===== config.mk =====
export PLATFORM = sky130hd
export DESIGN_NAME = lms_weight_update
export DESIGN_NICKNAME = d
export VERILOG_FILES = /design/src/rtl/lms_pkg.sv /design/src/rtl/lms_mac_sat.sv /design/src/rtl/lms_weight_update.sv
export SDC_FILE = /design/constraint.sdc
export NUM_CORES = 2
export LEC_CHECK = 0
export ABC_CLOCK_PERIOD_IN_PS = 24400
export BUFFER_PORTS_ARGS = -buffer_cell sky130_fd_sc_hd__buf_2
export CORE_AREA = 2 2 303 305
export DETAILED_ROUTE_END_ITERATION = 10
export DIE_AREA = 0 0 305 307
export PLACE_DENSITY = 0.76
export SKIP_CTS_REPAIR_TIMING = 1
export SLEW_MARGIN = 20
export SYNTH_ARGS = -nofsm -noshare
export SYNTH_HDL_FRONTEND = slang
export SYNTH_HIERARCHICAL = 1
export SYNTH_SLANG_ARGS = --single-unit

===== constraint.sdc =====
create_clock -name clk -period 24.4 [get_ports clk]
set_input_delay 4.88 -clock clk [delete_from_list [all_inputs] [get_ports clk]]
set_output_delay 4.88 -clock clk [all_outputs]
set_load 0.01 [all_outputs]

===== src/rtl/lms_pkg.sv =====
// Shared definitions for the LMS weight-update block.
// Holds the tap count, datapath widths, the update-FSM state type, the
// saturation limits and the helper that clamps a wide sum into a weight.
// Every file in this slice imports it with import lms_pkg::*.
package lms_pkg;

   // Default number of filter taps / weights.
   localparam int NTAPS  = 16;

   // Number of physical reff_k / weight_out_k ports on the top level.
   localparam int NPORTS = 16;

   // Datapath widths: error sample, reference sample, weight.
   localparam int E_W = 32;
   localparam int R_W = 14;
   localparam int W_W = 32;

   // Full-precision product width (e * tap).
   localparam int P_W = E_W + R_W;

   // Sum width: one guard bit above the product width.
   // An unshifted product (MU_SHIFT = 0) plus a weight cannot wrap
   // before it is clamped.
   localparam int S_W = P_W + 1;

   localparam logic signed [W_W-1:0] SAT_MAX = 32'sh7FFF_FFFF;
   localparam logic signed [W_W-1:0] SAT_MIN = 32'sh8000_0000;

   typedef enum logic [1:0] {
      IDLE = 2'd0,
      UPD  = 2'd1,
      DONE = 2'd2
   } lms_state_t;

   // Clamp a wide signed sum into the signed weight range.
   function automatic logic signed [W_W-1:0] sat_w(input logic signed [S_W-1:0] value);
      logic signed [S_W-1:0] hi;
      logic signed [S_W-1:0] lo;
      hi = {{(S_W-W_W){SAT_MAX[W_W-1]}}, SAT_MAX};
      lo = {{(S_W-W_W){SAT_MIN[W_W-1]}}, SAT_MIN};
      if (value > hi) begin
         sat_w = SAT_MAX;
      end else if (value < lo) begin
         sat_w = SAT_MIN;
      end else begin
         sat_w = value[W_W-1:0];
      end
   endfunction

endpackage


===== src/rtl/lms_mac_sat.sv =====
// Combinational multiply / shift / add / saturate for one LMS weight.
// This block contains the only multiplier in the design.
// Ports:
//   e           - latched error sample (signed)
//   tap         - selected reference tap (signed)
//   weight      - selected current weight (signed)
//   weight_next - sat(weight + ((e * tap) >>> MU_SHIFT))
module lms_mac_sat
   import lms_pkg::*;
#(
   parameter int MU_SHIFT = 20
) (
   input  logic signed [E_W-1:0] e,
   input  logic signed [R_W-1:0] tap,
   input  logic signed [W_W-1:0] weight,
   output logic signed [W_W-1:0] weight_next
);

   logic signed [P_W-1:0] product;
   logic signed [P_W-1:0] delta;
   logic signed [S_W-1:0] sum;

   // Full 46-bit signed product of the error and the tap.
   assign product = e * tap;

   // Arithmetic shift rounds toward minus infinity.
   // For example, e = -1 still yields a delta of -1.
   assign delta = product >>> MU_SHIFT;

   // The sum is widened past 33 bits.
   // An unshifted full-scale product then saturates instead of wrapping.
   // Whenever the delta fits in 32 bits, this matches a 33-bit sum exactly.
   assign sum = S_W'(weight) + S_W'(delta);

   assign weight_next = sat_w(sum);

endmodule


===== src/rtl/lms_weight_update.sv =====
// Serial LMS weight updater.
// A pass starts on upd_start. The block then snapshots the error and all
// reference taps, and updates one weight per cycle through a single shared
// MAC/saturate unit. Finally it pulses done for one cycle.
// Ports:
//   clk, rst            - clock; synchronous active-high reset
//   upd_start           - one-cycle request; e and reff_k are valid with it
//   clear               - synchronous load of W_INIT into all weights; aborts a pass
//   e                   - error sample (signed 32-bit)
//   reff_0 .. reff_15   - reference tap samples (signed 14-bit)
//   weight_out_0 .. _15 - current weights, straight from the weight registers
//   busy                - high during UPD and DONE
//   done                - one-cycle pulse when a pass completes
// NTAPS must not exceed the 16 physical tap ports.
module lms_weight_update
   import lms_pkg::*;
#(
   parameter int          NTAPS    = lms_pkg::NTAPS,
   parameter int          MU_SHIFT = 20,
   parameter logic [31:0] W_INIT   = 32'd0
) (
   input  logic                  clk,
   input  logic                  rst,
   input  logic                  upd_start,
   input  logic                  clear,
   input  logic signed [E_W-1:0] e,
   input  logic signed [R_W-1:0] reff_0,
   input  logic signed [R_W-1:0] reff_1,
   input  logic signed [R_W-1:0] reff_2,
   input  logic signed [R_W-1:0] reff_3,
   input  logic signed [R_W-1:0] reff_4,
   input  logic signed [R_W-1:0] reff_5,
   input  logic signed [R_W-1:0] reff_6,
   input  logic signed [R_W-1:0] reff_7,
   input  logic signed [R_W-1:0] reff_8,
   input  logic signed [R_W-1:0] reff_9,
   input  logic signed [R_W-1:0] reff_10,
   input  logic signed [R_W-1:0] reff_11,
   input  logic signed [R_W-1:0] reff_12,
   input  logic signed [R_W-1:0] reff_13,
   input  logic signed [R_W-1:0] reff_14,
   input  logic signed [R_W-1:0] reff_15,
   output logic signed [W_W-1:0] weight_out_0,
   output logic signed [W_W-1:0] weight_out_1,
   output logic signed [W_W-1:0] weight_out_2,
   output logic signed [W_W-1:0] weight_out_3,
   output logic signed [W_W-1:0] weight_out_4,
   output logic signed [W_W-1:0] weight_out_5,
   output logic signed [W_W-1:0] weight_out_6,
   output logic signed [W_W-1:0] weight_out_7,
   output logic signed [W_W-1:0] weight_out_8,
   output logic signed [W_W-1:0] weight_out_9,
   output logic signed [W_W-1:0] weight_out_10,
   output logic signed [W_W-1:0] weight_out_11,
   output logic signed [W_W-1:0] weight_out_12,
   output logic signed [W_W-1:0] weight_out_13,
   output logic signed [W_W-1:0] weight_out_14,
   output logic signed [W_W-1:0] weight_out_15,
   output logic                  busy,
   output logic                  done
);

   localparam int IDX_W = (NTAPS > 1) ? $clog2(NTAPS) : 1;

   lms_state_t state;
   lms_state_t state_next;

   logic        [IDX_W-1:0] idx;
   logic signed [E_W-1:0]   e_lat;
   logic signed [R_W-1:0]   tap      [NTAPS];
   logic signed [W_W-1:0]   w        [NTAPS];
   logic signed [R_W-1:0]   reff_in  [NPORTS];
   logic signed [W_W-1:0]   w_port   [NPORTS];
   logic signed [R_W-1:0]   tap_sel;
   logic signed [W_W-1:0]   w_sel;
   logic signed [W_W-1:0]   w_new;
   logic                    last_tap;

   // Gather the flat tap ports into an array for indexed snapshotting.
   assign reff_in[0]  = reff_0;
   assign reff_in[1]  = reff_1;
   assign reff_in[2]  = reff_2;
   assign reff_in[3]  = reff_3;
   assign reff_in[4]  = reff_4;
   assign reff_in[5]  = reff_5;
   assign reff_in[6]  = reff_6;
   assign reff_in[7]  = reff_7;
   assign reff_in[8]  = reff_8;
   assign reff_in[9]  = reff_9;
   assign reff_in[10] = reff_10;
   assign reff_in[11] = reff_11;
   assign reff_in[12] = reff_12;
   assign reff_in[13] = reff_13;
   assign reff_in[14] = reff_14;
   assign reff_in[15] = reff_15;

   // The index mux feeds the single MAC with the current tap and weight.
   assign tap_sel  = tap[idx];
   assign w_sel    = w[idx];
   assign last_tap = (idx == IDX_W'(NTAPS - 1));

   lms_mac_sat #(
      .MU_SHIFT (MU_SHIFT)
   ) u_mac (
      .e           (e_lat),
      .tap         (tap_sel),
      .weight      (w_sel),
      .weight_next (w_new)
   );

   // Next-state logic and status outputs.
   // Clear overrides everything except reset.
   // Because of that override, a start arriving together with clear is dropped.
   always_comb begin
      state_next = state;
      busy       = 1'b0;
      done       = 1'b0;
      case (state)
         IDLE: begin
            if (upd_start) begin
               state_next = UPD;
            end
         end
         UPD: begin
            busy = 1'b1;
            if (last_tap) begin
               state_next = DONE;
            end
         end
         DONE: begin
            busy       = 1'b1;
            done       = 1'b1;
            state_next = IDLE;
         end
         default: begin
            state_next = IDLE;
         end
      endcase
      if (clear) begin
         state_next = IDLE;
      end
   end

   // State register.
   always_ff @(posedge clk) begin
      if (rst) begin
         state <= IDLE;
      end else begin
         state <= state_next;
      end
   end

   // Datapath registers.
   // The error and the taps are captured only when a pass starts from IDLE.
   // Input changes during UPD, or a second start, therefore cannot disturb
   // a pass that is already running.
   always_ff @(posedge clk) begin
      if (rst) begin
         idx   <= '0;
         e_lat <= '0;
         for (int k = 0; k < NTAPS; k++) begin
            tap[k] <= '0;
            w[k]   <= W_INIT;
         end
      end else if (clear) begin
         idx <= '0;
         for (int k = 0; k < NTAPS; k++) begin
            w[k] <= W_INIT;
         end
      end else begin
         case (state)
            IDLE: begin
               if (upd_start) begin
                  idx   <= '0;
                  e_lat <= e;
                  for (int k = 0; k < NTAPS; k++) begin
                     tap[k] <= reff_in[k];
                  end
               end
            end
            UPD: begin
               w[idx] <= w_new;
               if (last_tap) begin
                  idx <= '0;
               end else begin
                  idx <= idx + 1'b1;
               end
            end
            default: begin
            end
         endcase
      end
   end

   // Unused port slots read as zero when NTAPS < 16.
   for (genvar k = 0; k < NPORTS; k++) begin : g_wport
      if (k < NTAPS) begin : g_used
         assign w_port[k] = w[k];
      end else begin : g_unused
         assign w_port[k] = '0;
      end
   end

   assign weight_out_0  = w_port[0];
   assign weight_out_1  = w_port[1];
   assign weight_out_2  = w_port[2];
   assign weight_out_3  = w_port[3];
   assign weight_out_4  = w_port[4];
   assign weight_out_5  = w_port[5];
   assign weight_out_6  = w_port[6];
   assign weight_out_7  = w_port[7];
   assign weight_out_8  = w_port[8];
   assign weight_out_9  = w_port[9];
   assign weight_out_10 = w_port[10];
   assign weight_out_11 = w_port[11];
   assign weight_out_12 = w_port[12];
   assign weight_out_13 = w_port[13];
   assign weight_out_14 = w_port[14];
   assign weight_out_15 = w_port[15];

endmodule


==> impl_metrics.tcl <==
set metrics [dict create \
    finalWorstSetupSlack_ns 9.80 \
    syn2layout_area_growth_pct 14.9 \
    die-area_um2 93600 \
    ios 774 \
    antenna_found_initial 19 \
    setup_viol 0 \
    gr-usage-met3_pct 11.3 \
    stdcell_count 5943 \
    initial_core_util_pct 55.9 \
    yosys_warnings 6 \
    finalCriticalPeriod_ns 14.60 \
    post-place-ws_ns 9.70 \
    peakVddDrop_mv 0.0960 \
    worstSkewPairLatency_ns 0.69 \
    synth_ff_type "edfxtp_1" \
    power.leakage_nw 25.7 \
    start_kind "register" \
    grt_max_degree 145 \
    synthArstFlopShare_pct 0 \
    core_area_um2 90700 \
    numCtsBuffers 82 \
    clock_path_buffers 3 \
    final_area_um2 58300 \
    htreeDepth 3 \
    drv_cap 0 \
    io_buffer_count 773 \
    fmax_ghz 0.0685 \
    synth_area_um2 50700 \
    worstPathArrival_ns 15.13 \
    grt_use_met1_pct 46.8 \
    fillers 6733 \
    dp_hpwl_um 124000 \
    grt.total_usage_pct 36.1 \
    slew_violations 0 \
    slew_headroom_pct 22.4 \
    layout_commonest_cell "and2_1" \
    crit_type "reg2reg" \
    wl_um 170000 \
    drtPass1Iterations 6 \
    p_per_area_nw_per_um2 75.9 \
    crit_slowest_cell "a21oi_1" \
    grt-busiest-layer "met2" \
    synth_seq_area_share_pct 45.2 \
    syn_inst 4031 \
    holdWs_ns 0.544 \
    status "complete, no violations" \
    route.detailed.drc 0 \
    yosysUniqueCellTypes 73 \
    dpl_cell_area_um2 55700 \
    end_kind "register" \
    placed_cells 5788 \
    synth_nets 4843 \
    nNetsFinal 5498 \
    gp_congestion 0.963 \
    cts_num_sinks 778 \
    synth_seq_cells 778 \
    syn_area_per_cell_um2 12.6 \
    grt_pass1_vias 35700 \
    drive_above_1_share_pct 25.4 \
    synth_edf_count 736 \
    clkSlewWorstSetupHoldPaths_ns 0.06 \
    cts_root_buf "clkbuf_16" \
    drt.antenna.violating_nets 0 \
    grt_first_pass_wirelength_um 244000 \
    rsz0062_at_grt "no" \
    row_count 111 \
    vias 36000 \
    die_w_um 305 \
    drtIter0Drc 4474 \
    setup_tns_ns 0 \
    layout_common_cells "and2_1, buf_2, edfxtp_1" \
    cp_slowest_stage_delay_ns 1.02 \
    die_y_um 307 \
    clock_skew_ns 0.0554 \
    tritoncts "built" \
    grt_use_met2_pct 56.1 \
    cp_common_cell "fa_1" \
    drt-wirelength-per-cell_um 28.6 \
    overflow 0 \
    fin_crit_sh_pct 59.9 \
    avgViaCountPerCell 6.06 \
    crit_required_ns 24.92 \
    crit_fanout 40 \
    worstHoldPathType "reg2reg" \
    tightest_slew_ns 1.16 \
    finalHoldViolations 0 \
]
-- per-layer routing --
layer | share of wire, % | up-vias
li1 | - | 14900
met1 | 35 | 18200
met2 | 47 | 2376
met3 | 13 | 479
met4 | 5.5 | 2
met5 | 0.0076 | -
-- Yosys cell counts (15+ instances only) --
cell type	instances	share of area, %
a21o_1	26	0.38
a21oi_1	86	0.85
a22o_1	33	0.57
a22oi_1	93	1.4
and2_1	831	10
clkbuf_1	205	1.5
dfxtp_1	42	1.7
edfxtp_1	736	44
fa_1	411	16
ha_1	141	3.5
inv_1	435	3.2
mux4_2	184	8.2
nand2_1	320	2.4
nand2b_1	16	0.20
nand4_1	15	0.19
nor2_1	73	0.54
nor2b_1	95	1.2
o21ai_0	48	0.47
xnor2_1	38	0.66
xor2_1	24	0.41
-- registers in the layout (all words and copies together), names as in the netlist, named ones only --
name and count:
idx 4, state 2, tap 224, w 512
e_lat 32
-- metrics by stage --
stage	util (%)	power [mW]
2_1_floorplan	-	2.56
6_report	64.2	4.42
4_1_cts	64.2	4.35
3_3_place_gp	61.4	3.13
5_1_grt	64.2	4.57
3_5_place_dp	61.4	3.16
-- final timing paths --
kind / start / endpoint / slack [ns] / depth (start not counted)
setup reg to reg: register / w[15][14] / 9.80 / 37
hold reg to reg: state[1] / state[1] / 0.54 / 2
hold / removal: state[1] / state[1] / 0.54 / 2
setup / recovery: register / w[15][14] / 9.80 / 37
-- area by class of cell --
| class | instances | area (um2) | area share [%] |
|---|---|---|---|
| inverters | 436 | 1640 | 2.82 |
| diodes | 13 | 32.5 | 0.0558 |
| well taps | 1186 | 1480 | 2.55 |
| clock inverters | 43 | 372 | 0.638 |
| flip-flops and latches | 778 | 22900 | 39.4 |
| repair buffers | 830 | 4310 | 7.40 |
| multi-input cells | 2558 | 25300 | 43.5 |
| clock buffers | 99 | 2130 | 3.65 |
-- critical path: cells and delay by family (launching register included) --
family | cells | cell delay (ns)
AOI/OAI and AO/OA | 11 | 3.86
buffers and inverters | 6 | 2.09
and+or+nand+nor | 9 | 2.21
xor gates and xnor gates | 2 | 1.08
adders and majority gates | 8 | 3.70
muxes | 1 | 0.59
DFF | 1 | 0.86
-- where the power goes --
part           switching (mW)  internal [mW]
sequential             0.0534           1.54
combinational            1.18          0.453
clock                   0.549          0.656
total                    1.78           2.64
-- cell families (layout without fill, tap and decap cells) --
| family | Yosys count | count (layout) | synth area share, % |
|---|---|---|---|
| xor gates and xnor gates | 63 | 63 | 1.10 |
| DFF | 778 | 778 | 45.2 |
| muxes | 185 | 185 | 8.19 |
| other | 0 | 13 | 0 |
| and+or+nand+nor | 1397 | 1397 | 15.4 |
| adders and majority gates | 555 | 555 | 19.8 |
| buffers and inverters | 695 | 1408 | 5.46 |
| AOI/OAI and AO/OA | 358 | 358 | 4.89 |
Power figures use the tool's default switching activity.
